**src/rtl/uart_pkg.sv**
```systemverilog
// Shared UART definitions: transmitter state encoding and serial line levels,
// reused by the receiver.
package uart_pkg;

  typedef enum logic [2:0] {
    IDLE,
    FETCH,
    START,
    DATA,
    PARITY,
    STOP
  } uart_tx_state_t;

  localparam logic UART_IDLE_LEVEL  = 1'b1;
  localparam logic UART_START_LEVEL = 1'b0;

endpackage

```
**src/rtl/uart_baud_gen.sv**
```systemverilog
// Baud counter: counts 0..CLOCKS_PER_BIT-1 and flags the last cycle of each bit
// period. Shared by the UART transmitter and receiver.
module uart_baud_gen #(
  parameter int unsigned CLOCKS_PER_BIT = 16
) (
  input  logic clock,
  input  logic reset,
  input  logic clear,
  output logic tick
);

  localparam int unsigned CntW = (CLOCKS_PER_BIT > 1) ? $clog2(CLOCKS_PER_BIT) : 1;
  localparam logic [CntW-1:0] LastCnt = CntW'(CLOCKS_PER_BIT - 1);

  logic [CntW-1:0] count_q, count_d;

  always_comb begin
    tick    = (count_q == LastCnt);
    count_d = count_q + 1'b1;
    if (clear || tick) begin
      count_d = '0;
    end
  end

  always_ff @(posedge clock) begin
    if (reset) begin
      count_q <= '0;
    end else begin
      count_q <= count_d;
    end
  end

endmodule

```
**src/rtl/uart_tx.sv**
```systemverilog
// UART transmitter: pops one word from the upstream FIFO and sends it LSB first
// as start/data/[parity]/stop. Define UART_TX_PARITY_EN to add an even-parity bit.
module uart_tx
  import uart_pkg::*;
#(
  parameter int unsigned WIDTH          = 8,
  parameter int unsigned CLOCKS_PER_BIT = 16,
  parameter int unsigned STOP_BITS      = 1
) (
  input  logic             clock,
  input  logic             reset,
  input  logic             tx_enable,
  input  logic             fifo_empty,
  output logic             fifo_pop,
  input  logic [WIDTH-1:0] fifo_data,
  output logic             tx,
  output logic             busy,
  output logic             frame_done
);

  localparam int unsigned BitCntW = $clog2(WIDTH + 1);
  localparam logic [BitCntW-1:0] LastDataBit = BitCntW'(WIDTH - 1);
  localparam logic [BitCntW-1:0] LastStopBit = BitCntW'(STOP_BITS - 1);

  uart_tx_state_t     state_q, state_d;
  logic [WIDTH-1:0]   shift_q, shift_d;
  logic [BitCntW-1:0] bit_cnt_q, bit_cnt_d;
  logic               baud_clear;
  logic               tick;
`ifdef UART_TX_PARITY_EN
  logic               parity_q, parity_d;
`endif

  // Hold the baud counter at zero until the frame starts so START is a full bit.
  assign baud_clear = (state_q == IDLE) || (state_q == FETCH);

  uart_baud_gen #(
    .CLOCKS_PER_BIT(CLOCKS_PER_BIT)
  ) u_baud_gen (
    .clock(clock),
    .reset(reset),
    .clear(baud_clear),
    .tick (tick)
  );

  always_ff @(posedge clock) begin
    if (reset) begin
      state_q   <= IDLE;
      shift_q   <= '0;
      bit_cnt_q <= '0;
`ifdef UART_TX_PARITY_EN
      parity_q  <= 1'b0;
`endif
    end else begin
      state_q   <= state_d;
      shift_q   <= shift_d;
      bit_cnt_q <= bit_cnt_d;
`ifdef UART_TX_PARITY_EN
      parity_q  <= parity_d;
`endif
    end
  end

  always_comb begin
    state_d   = state_q;
    shift_d   = shift_q;
    bit_cnt_d = bit_cnt_q;
`ifdef UART_TX_PARITY_EN
    parity_d  = parity_q;
`endif
    unique case (state_q)
      IDLE: begin
        bit_cnt_d = '0;
        if (tx_enable && !fifo_empty) begin
          state_d = FETCH;
        end
      end
      FETCH: begin
        shift_d = fifo_data;
`ifdef UART_TX_PARITY_EN
        parity_d = ^fifo_data;
`endif
        state_d = START;
      end
      START: begin
        if (tick) begin
          state_d = DATA;
        end
      end
      DATA: begin
        if (tick) begin
          shift_d = shift_q >> 1;
          if (bit_cnt_q == LastDataBit) begin
            bit_cnt_d = '0;
`ifdef UART_TX_PARITY_EN
            state_d   = PARITY;
`else
            state_d   = STOP;
`endif
          end else begin
            bit_cnt_d = bit_cnt_q + 1'b1;
          end
        end
      end
`ifdef UART_TX_PARITY_EN
      PARITY: begin
        if (tick) begin
          state_d = STOP;
        end
      end
`endif
      STOP: begin
        if (tick) begin
          if (bit_cnt_q == LastStopBit) begin
            bit_cnt_d = '0;
            state_d   = IDLE;
          end else begin
            bit_cnt_d = bit_cnt_q + 1'b1;
          end
        end
      end
      default: begin
        state_d = IDLE;
      end
    endcase
  end

  always_comb begin
    fifo_pop   = (state_q == IDLE) && tx_enable && !fifo_empty && !reset;
    busy       = (state_q != IDLE);
    frame_done = (state_q == STOP) && tick && (bit_cnt_q == LastStopBit);
    tx         = UART_IDLE_LEVEL;
    unique case (state_q)
      START:   tx = UART_START_LEVEL;
      DATA:    tx = shift_q[0];
`ifdef UART_TX_PARITY_EN
      PARITY:  tx = parity_q;
`endif
      default: tx = UART_IDLE_LEVEL;
    endcase
  end

endmodule

```
**config.mk**
```make
export PLATFORM = sky130hd
export DESIGN_NAME = uart_tx
export DESIGN_NICKNAME = d
export VERILOG_FILES = /design/src/rtl/uart_pkg.sv /design/src/rtl/uart_baud_gen.sv /design/src/rtl/uart_tx.sv
export SDC_FILE = /design/constraint.sdc
export NUM_CORES = 1
export LEC_CHECK = 0
export CAP_MARGIN = 40
export CELL_PAD_IN_SITES_DETAIL_PLACEMENT = 1
export CELL_PAD_IN_SITES_GLOBAL_PLACEMENT = 2
export CORE_ASPECT_RATIO = 1.25
export CORE_MARGIN = 5
export CORE_UTILIZATION = 30
export CTS_BUF_LIST = sky130_fd_sc_hd__clkbuf_8
export DETAILED_ROUTE_END_ITERATION = 8
export PLACE_DENSITY = 0.89
export SLEW_MARGIN = 10
export SYNTH_ARGS = -nofsm -noshare
export SYNTH_HDL_FRONTEND = slang
export SYNTH_HIERARCHICAL = 1
export SYNTH_SLANG_ARGS = --single-unit
```
**constraint.sdc**
```tcl
create_clock -name clock -period 1.58 [get_ports clock]
set_input_delay 0.316 -clock clock [delete_from_list [all_inputs] [get_ports clock]]
set_output_delay 0.316 -clock clock [all_outputs]
set_load 0.005 [all_outputs]
```
==> impl_metrics.toml, run 1 <==
[worst_setup_path]
cp.required_ps = 1260
cp_max_fo = 2
criticalPathCategory = "flip-flop to output pin"
crit_chain = "ha_4 > nand3_2 > inv_2 > and4b_4 > and2_4 > buf_6"
arrival_ps = 1350
cp_slowest_stage_delay_ps = 360
cp-start-kind = "flip-flop"
endpoint_kind = "output pin"
cpMaxStageDelayCell = "dfxtp_2"

[cts]
h-tree-depth = 1
clock_sinks = 19
holdBufCountCts = 0
cts.clk_slew.worst_paths_ps = 70
clk_latency_ps = 260
cts_buffers = 3
clock_path_buffers = 2
cts_root_buf = "clkbuf_8"
cts_tree = "built"

[floorplan]
placementRows = 23
num_io_pins = 16
die-area_um2 = 4740
initial_utilization_pct = 31.6
fp.dieW_um = 62.6
die_h_um = 75.7
core_um2 = 3280

[synth]
synth_nets = 130
synthMuxAreaShare_pct = 6.76
yosys.area_share.simple_pct = 27.7
ys_seq_area_share_pct = 36.7
synth-xor-area-share_pct = 2.54
synth_area_um2 = 1040
syn_inst = 115
ys_ff_latch = 19
synth_warnings = 6
synth_top_family_by_area = "simple AND/OR/NAND/NOR gates"
ys_types = 38
synth_compound_area_share_pct = 15.0
synth_fa_ha_area_share_pct = 3.62
avgSynthCellArea_um2 = 9.01

[timing]
hold_viol = 0
drv_slew = 0
timing.final.ws_setup_ps = -87.1
skew_ps = 4.39
whs_ps = 478
max_slew_margin_pct = 74.9
fmaxAchievable_mhz = 600
fin_crit_ps = 1670
finalSetupViolCount = 6
final.period_utilization_pct = 106
rsz0062_at_grt = "yes"
tightest_slew_ps = 366

[grt]
grt_pass1_vias = 1080
grtUsageMet1_pct = 14.6
grt_overflow = 0
grt_pass1_wl_mm = 5.00
gr-usage-met3_pct = 2.21
use_met2_pct = 25.3
track_usage_pct = 13.3
grt_max_degree = 19
grt_antenna_before_repair = 0
busiest_layer = "met2"

[outcome]
status = "finished with violations"
violations = "negative setup slack"

[layout]
antennaDiodeCount = 0
final_cells = 195
utilization_pct = 48.1
drive_above_1_share_pct = 44.3
syn2layout_area_growth_pct = 52.2
final_nets = 174

[drt]
dr.first_iter.drc_count = 11
vias_per_cell = 5.12
routed_wl_mm = 2.95
vias = 999
first_pass_iters = 4
avgRoutedWirePerCell_um = 15.1
drc_errors = 0
antenna_left = 0

[place]
hpwl_mm = 2.08
placedCellCount = 181
port_buffers = 15
pre_cts_ws_ps = -358
gp_congestion = 0.759

[pwr]
peakVddDrop_uv = 616
power_density_nw_per_um2 = 689
power.leakage_nw = 0.644

[run]
max-cap-violations = 0

[worst_hold_path]
hp-class = "flip-flop to flip-flop"
==> cells in the mapped netlist <==
cell	instances	area (µm²)
a2111oi_0	1	8.76
a2111oi_1	1	10.0
a211oi_1	7	52.6
a21oi_1	6	30.0
a41o_2	1	11.3
and2_1	1	6.26
and3_1	1	6.26
and3b_2	1	10.0
and4b_2	1	11.3
and4b_4	1	13.8
buf_2	2	10.0
buf_4	1	7.51
buf_6	2	22.5
clkbuf_1	1	3.75
clkdlybuf4s25_2	1	10.0
dfxtp_1	19	380
ha_1	3	37.5
inv_1	7	26.3
mux2i_1	7	70.1
nand2_1	5	18.8
nand2b_1	1	6.26
nand3_1	9	45.0
nand3b_1	2	15.0
nor2_1	15	56.3
nor2_2	1	6.26
nor3_1	4	20.0
nor3_2	2	20.0
nor3b_1	1	7.51
nor3b_4	1	18.8
nor4b_1	1	8.76
o211a_1	1	10.0
o21ai_0	1	5.00
o22ai_4	1	20.0
o31ai_1	1	7.51
or2_2	1	6.26
or4b_1	1	10.0
xnor2_1	2	17.5
xor2_1	1	8.76
==> power breakdown <==
| group | leakage (nW) | internal, W | total, W | switching, W |
|---|---|---|---|---|
| Sequential | 0.157 | 0.000503 | 0.000518 | 0.0000156 |
| Combinational | 0.462 | 0.000121 | 0.000220 | 0.0000993 |
| Clock | 0.0255 | 0.000176 | 0.000347 | 0.000172 |
==> metrics by stage <==
| stage | instance area [µm²] | setup TNS [ps] | total power (W) |
|---|---|---|---|
| floorplan | 1040 | 0 | 0.000614 |
| global placement | 1340 | -869 | 0.000691 |
| detailed placement | 1340 | -1100 | 0.000699 |
| CTS | 1510 | -225 | 0.00109 |
| global route | 1580 | -809 | 0.00115 |
| finish | 1580 | -348 | 0.00109 |
==> cell type report <==
| type | count | area [µm²] |
|---|---|---|
| Fill cell | 398 | 1700 |
| Clock inverter | 1 | 5.00 |
| Clock buffer | 3 | 41.3 |
| Sequential cell | 19 | 387 |
| Timing Repair Buffer | 46 | 392 |
| Inverter | 7 | 26.3 |
| Multi-Input combinational cell | 82 | 679 |
| Tap cell | 37 | 46.3 |
==> cell usage in the layout (no fill, tap or decap), drive strengths merged, types with 2 or more instances in the layout <==
cell type | synthesis | layout
nand3 | 9 | 9
clkbuf | 1 | 4
a211oi | 7 | 7
and4b | 2 | 2
a21oi | 6 | 6
nand3b | 2 | 2
inv | 7 | 7
a2111oi | 2 | 2
buf | 5 | 33
clkdlybuf4s50 | 0 | 11
nand2 | 5 | 5
nor3b | 2 | 2
xnor2 | 2 | 2
ha | 3 | 3
nor3 | 6 | 6
mux2i | 7 | 7
nor2 | 16 | 16
dfxtp | 19 | 19
==> timing repair <==
| action | CTS | global route |
|---|---|---|
| setup endpoints to repair | 16 | 17 |
| cloned | 0 | 0 |
| setup buffers | 10 | 2 |
| pin swaps | 5 | 1 |
| gates resized for setup | 28 | 16 |
==> routing by layer <==
layer / routed length, µm / vias to the layer above
li1: - / 492
met1: 1280 / 482
met2: 1500 / 18
met3: 86 / 7
met4: 86 / 0
met5: 0 / -
==> sequential cells by signal, indices dropped and copies added (netlist names) <==
| name | cells |
|---|---|
| shift_q | 8 |
| u_baud_gen/count_q | 4 |
| bit_cnt_q | 4 |
| state_q | 3 |
==> kinds of logic (layout without fill, tap and decap cells) <==
group,after synthesis,count (layout)
flip-flops,19,19
multiplexers,7,7
adder cells (fa/ha/maj),3,3
AND/OR/NAND/NOR,49,49
XOR/XNOR,3,3
buffers and inverters,14,57
AO/OA/AOI/OAI,20,20
==> worst paths after layout <==
path | from | endpoint | slack [ps] | cells past startpoint
hold / removal | shift_q[7] | shift_q[7] | 480 | 2
hold reg to reg | shift_q[7] | shift_q[7] | 480 | 2
setup / recovery | u_baud_gen/count_q[1] | frame_done | -90 | 6
setup reg to reg | u_baud_gen/count_q[1] | state_q[2] | -70 | 7
==> critical path, delay by kind of cell, from the launching register on <==
| family | cells | cell delay [ps] |
|---|---|---|
| AND/OR/NAND/NOR | 3 | 440 |
| flip-flops | 1 | 360 |
| adder cells (fa/ha/maj) | 1 | 140 |
| buffers and inverters | 2 | 140 |
Note: power is estimated with default switching activity, not from simulation.
==> run 2, diff against run 1 <==
Settings changed: GPL_ROUTABILITY_DRIVEN set to 0, RECOVER_POWER set to 50.
==> impl_metrics.toml, run 2 (synthesized netlist as in run 1, its figures left out) <==
[timing]
max_slew_margin_pct = 70.4
hold_viol = 0
timing.final.ws_setup_ps = -86.4
skew_ps = 3.24
finalSetupViolCount = 6
drv_slew = 0
fmaxAchievable_mhz = 600
tightest_slew_ps = 444
fin_crit_ps = 1670
rsz0062_at_grt = "yes"
final.period_utilization_pct = 105

[layout]
syn2layout_area_growth_pct = 51.2
reg.largest.list = "shift_q (8), bit_cnt_q (4), u_baud_gen/count_q (4)"
drive_above_1_share_pct = 44.3
final_common_cell = "buf_4"
largest-register = "shift_q"
final_cell_mix = "25 x buf_4, 15 x nor2_1, 14 x dfxtp_1"
fillers = 398
utilization_pct = 47.7
finalInstanceArea_um2 = 1570
final_nets = 174
antennaDiodeCount = 0
largest_reg_flops = 8

[floorplan]
core_um2 = 3280
fp.dieW_um = 62.6
num_io_pins = 16
die_h_um = 75.7
initial_utilization_pct = 31.6
placementRows = 23
die-area_um2 = 4740

[worst_setup_path]
startpoint = "u_baud_gen/count_q[1]"
cp_slowest_stage_delay_ps = 360
critPathTopFamily = "simple AND/OR/NAND/NOR gates"
endpoint_kind = "output pin"
r2r_cells = 9
cp-start-kind = "flip-flop"
cpMaxStageDelayCell = "dfxtp_2"
crit_chain = "ha_4 > nand3_2 > inv_2 > and4b_4 > and2_4 > buf_6"
arrival_ps = 1350
cp_max_fo = 2
crit_cells = 6
criticalPathCategory = "flip-flop to output pin"
cp.required_ps = 1260
rr_startpoint = "u_baud_gen/count_q[1]"
crit_buf_inv = 2

[pwr]
power_density_nw_per_um2 = 691
peakVddDrop_uv = 618
power.leakage_nw = 0.642

[cts]
cts_root_buf = "clkbuf_8"
h-tree-depth = 1
clk_latency_ps = 260
cts_tree = "built"
clock_sinks = 19
clock_path_buffers = 2
cts_buffers = 3
holdBufCountCts = 0
cts.clk_slew.worst_paths_ps = 70

[place]
hpwl_mm = 2.08
placed_area_um2 = 1340
port_buffers = 15

[outcome]
status = "finished with violations"
violations = "negative setup slack"

[grt]
grt_pass1_wl_mm = 5.00
grt_pass1_vias = 1080
track_usage_pct = 13.3
grt_max_degree = 19
grt_antenna_before_repair = 0
grt_overflow = 0

[drt]
dr.first_iter.drc_count = 8
vias_per_cell = 5.16
antenna_left = 0
first_pass_iters = 4
drc_errors = 0
avgRoutedWirePerCell_um = 15.2
routed_wl_mm = 2.97
vias = 1007

[worst_hold_path]
hp-start = "shift_q[7]"
hp-class = "flip-flop to flip-flop"
hold_depth = 2

[run]
max-cap-violations = 0
==> run 2: cell count changes in the layout (fill, tap and decap cells not counted), sizes merged <==
cell,change
buf,-1
clkbuf,+1
==> run 2: layout make-up <==
cell class | count | area [µm²] | area share (%)
Inverter | 7 | 26.3 | 1.68
Timing Repair Buffer | 46 | 389 | 24.8
Clock buffer | 3 | 41.3 | 2.64
Multi-Input combinational cell | 82 | 672 | 42.9
Tap cell | 37 | 46.3 | 2.96
Clock inverter | 1 | 5.00 | 0.319
Sequential cell | 19 | 387 | 24.7
==> run 2: final timing paths <==
| kind | end | slack [ps] |
|---|---|---|
| worst max-delay path | frame_done | -90 |
| worst min-delay path | shift_q[7] | 480 |
| worst max register to register | bit_cnt_q[3] | -70 |
| worst min register to register | shift_q[7] | 480 |
==> run 2: power breakdown <==
part           internal [W]  switching (W)
Sequential         0.000503      0.0000155
Clock              0.000176       0.000172
Combinational      0.000119      0.0000989
Total              0.000797       0.000286
==> run 2: layer usage <==
metal | up-vias | GRT usage (%) | routed length (µm)
met3 | 7 | 2.21 | 102
met2 | 22 | 25.3 | 1490
met5 | - | 0 | 0
met1 | 484 | 14.6 | 1280
li1 | 494 | - | -
met4 | 0 | 6.37 | 86
==> run 2: worst register-to-register path: cells and delay by family, from the launching register on <==
family / cells / cell delay [ps]
buffers and inverters: 3 / 330
and+or+nand+nor: 4 / 640
DFF: 1 / 340
adders and majority gates: 1 / 160
AOI/OAI and AO/OA: 1 / 60
==> run 2: per-stage QoR <==
stage	TNS [ps]	setup WS (ps)	hold WS (ps)	power, W	std cells
4_1_cts	-225	-95.9	488	0.00109	193
3_5_place_dp	-1100	-358	471	0.000699	181
2_1_floorplan	0	23.7	387	0.000614	115
5_1_grt	-921	-136	512	0.00114	195
6_report	-376	-86.4	479	0.00108	195
3_3_place_gp	-869	-372	459	0.000691	181
==> run 2: repair_timing <==
item                                    4_1_cts  5_1_grt
pin swaps                                     5        1
gates cloned                                  0        0
buffers inserted                             10        2
endpoints found under the setup margin       16       17
resized for setup                            28       16
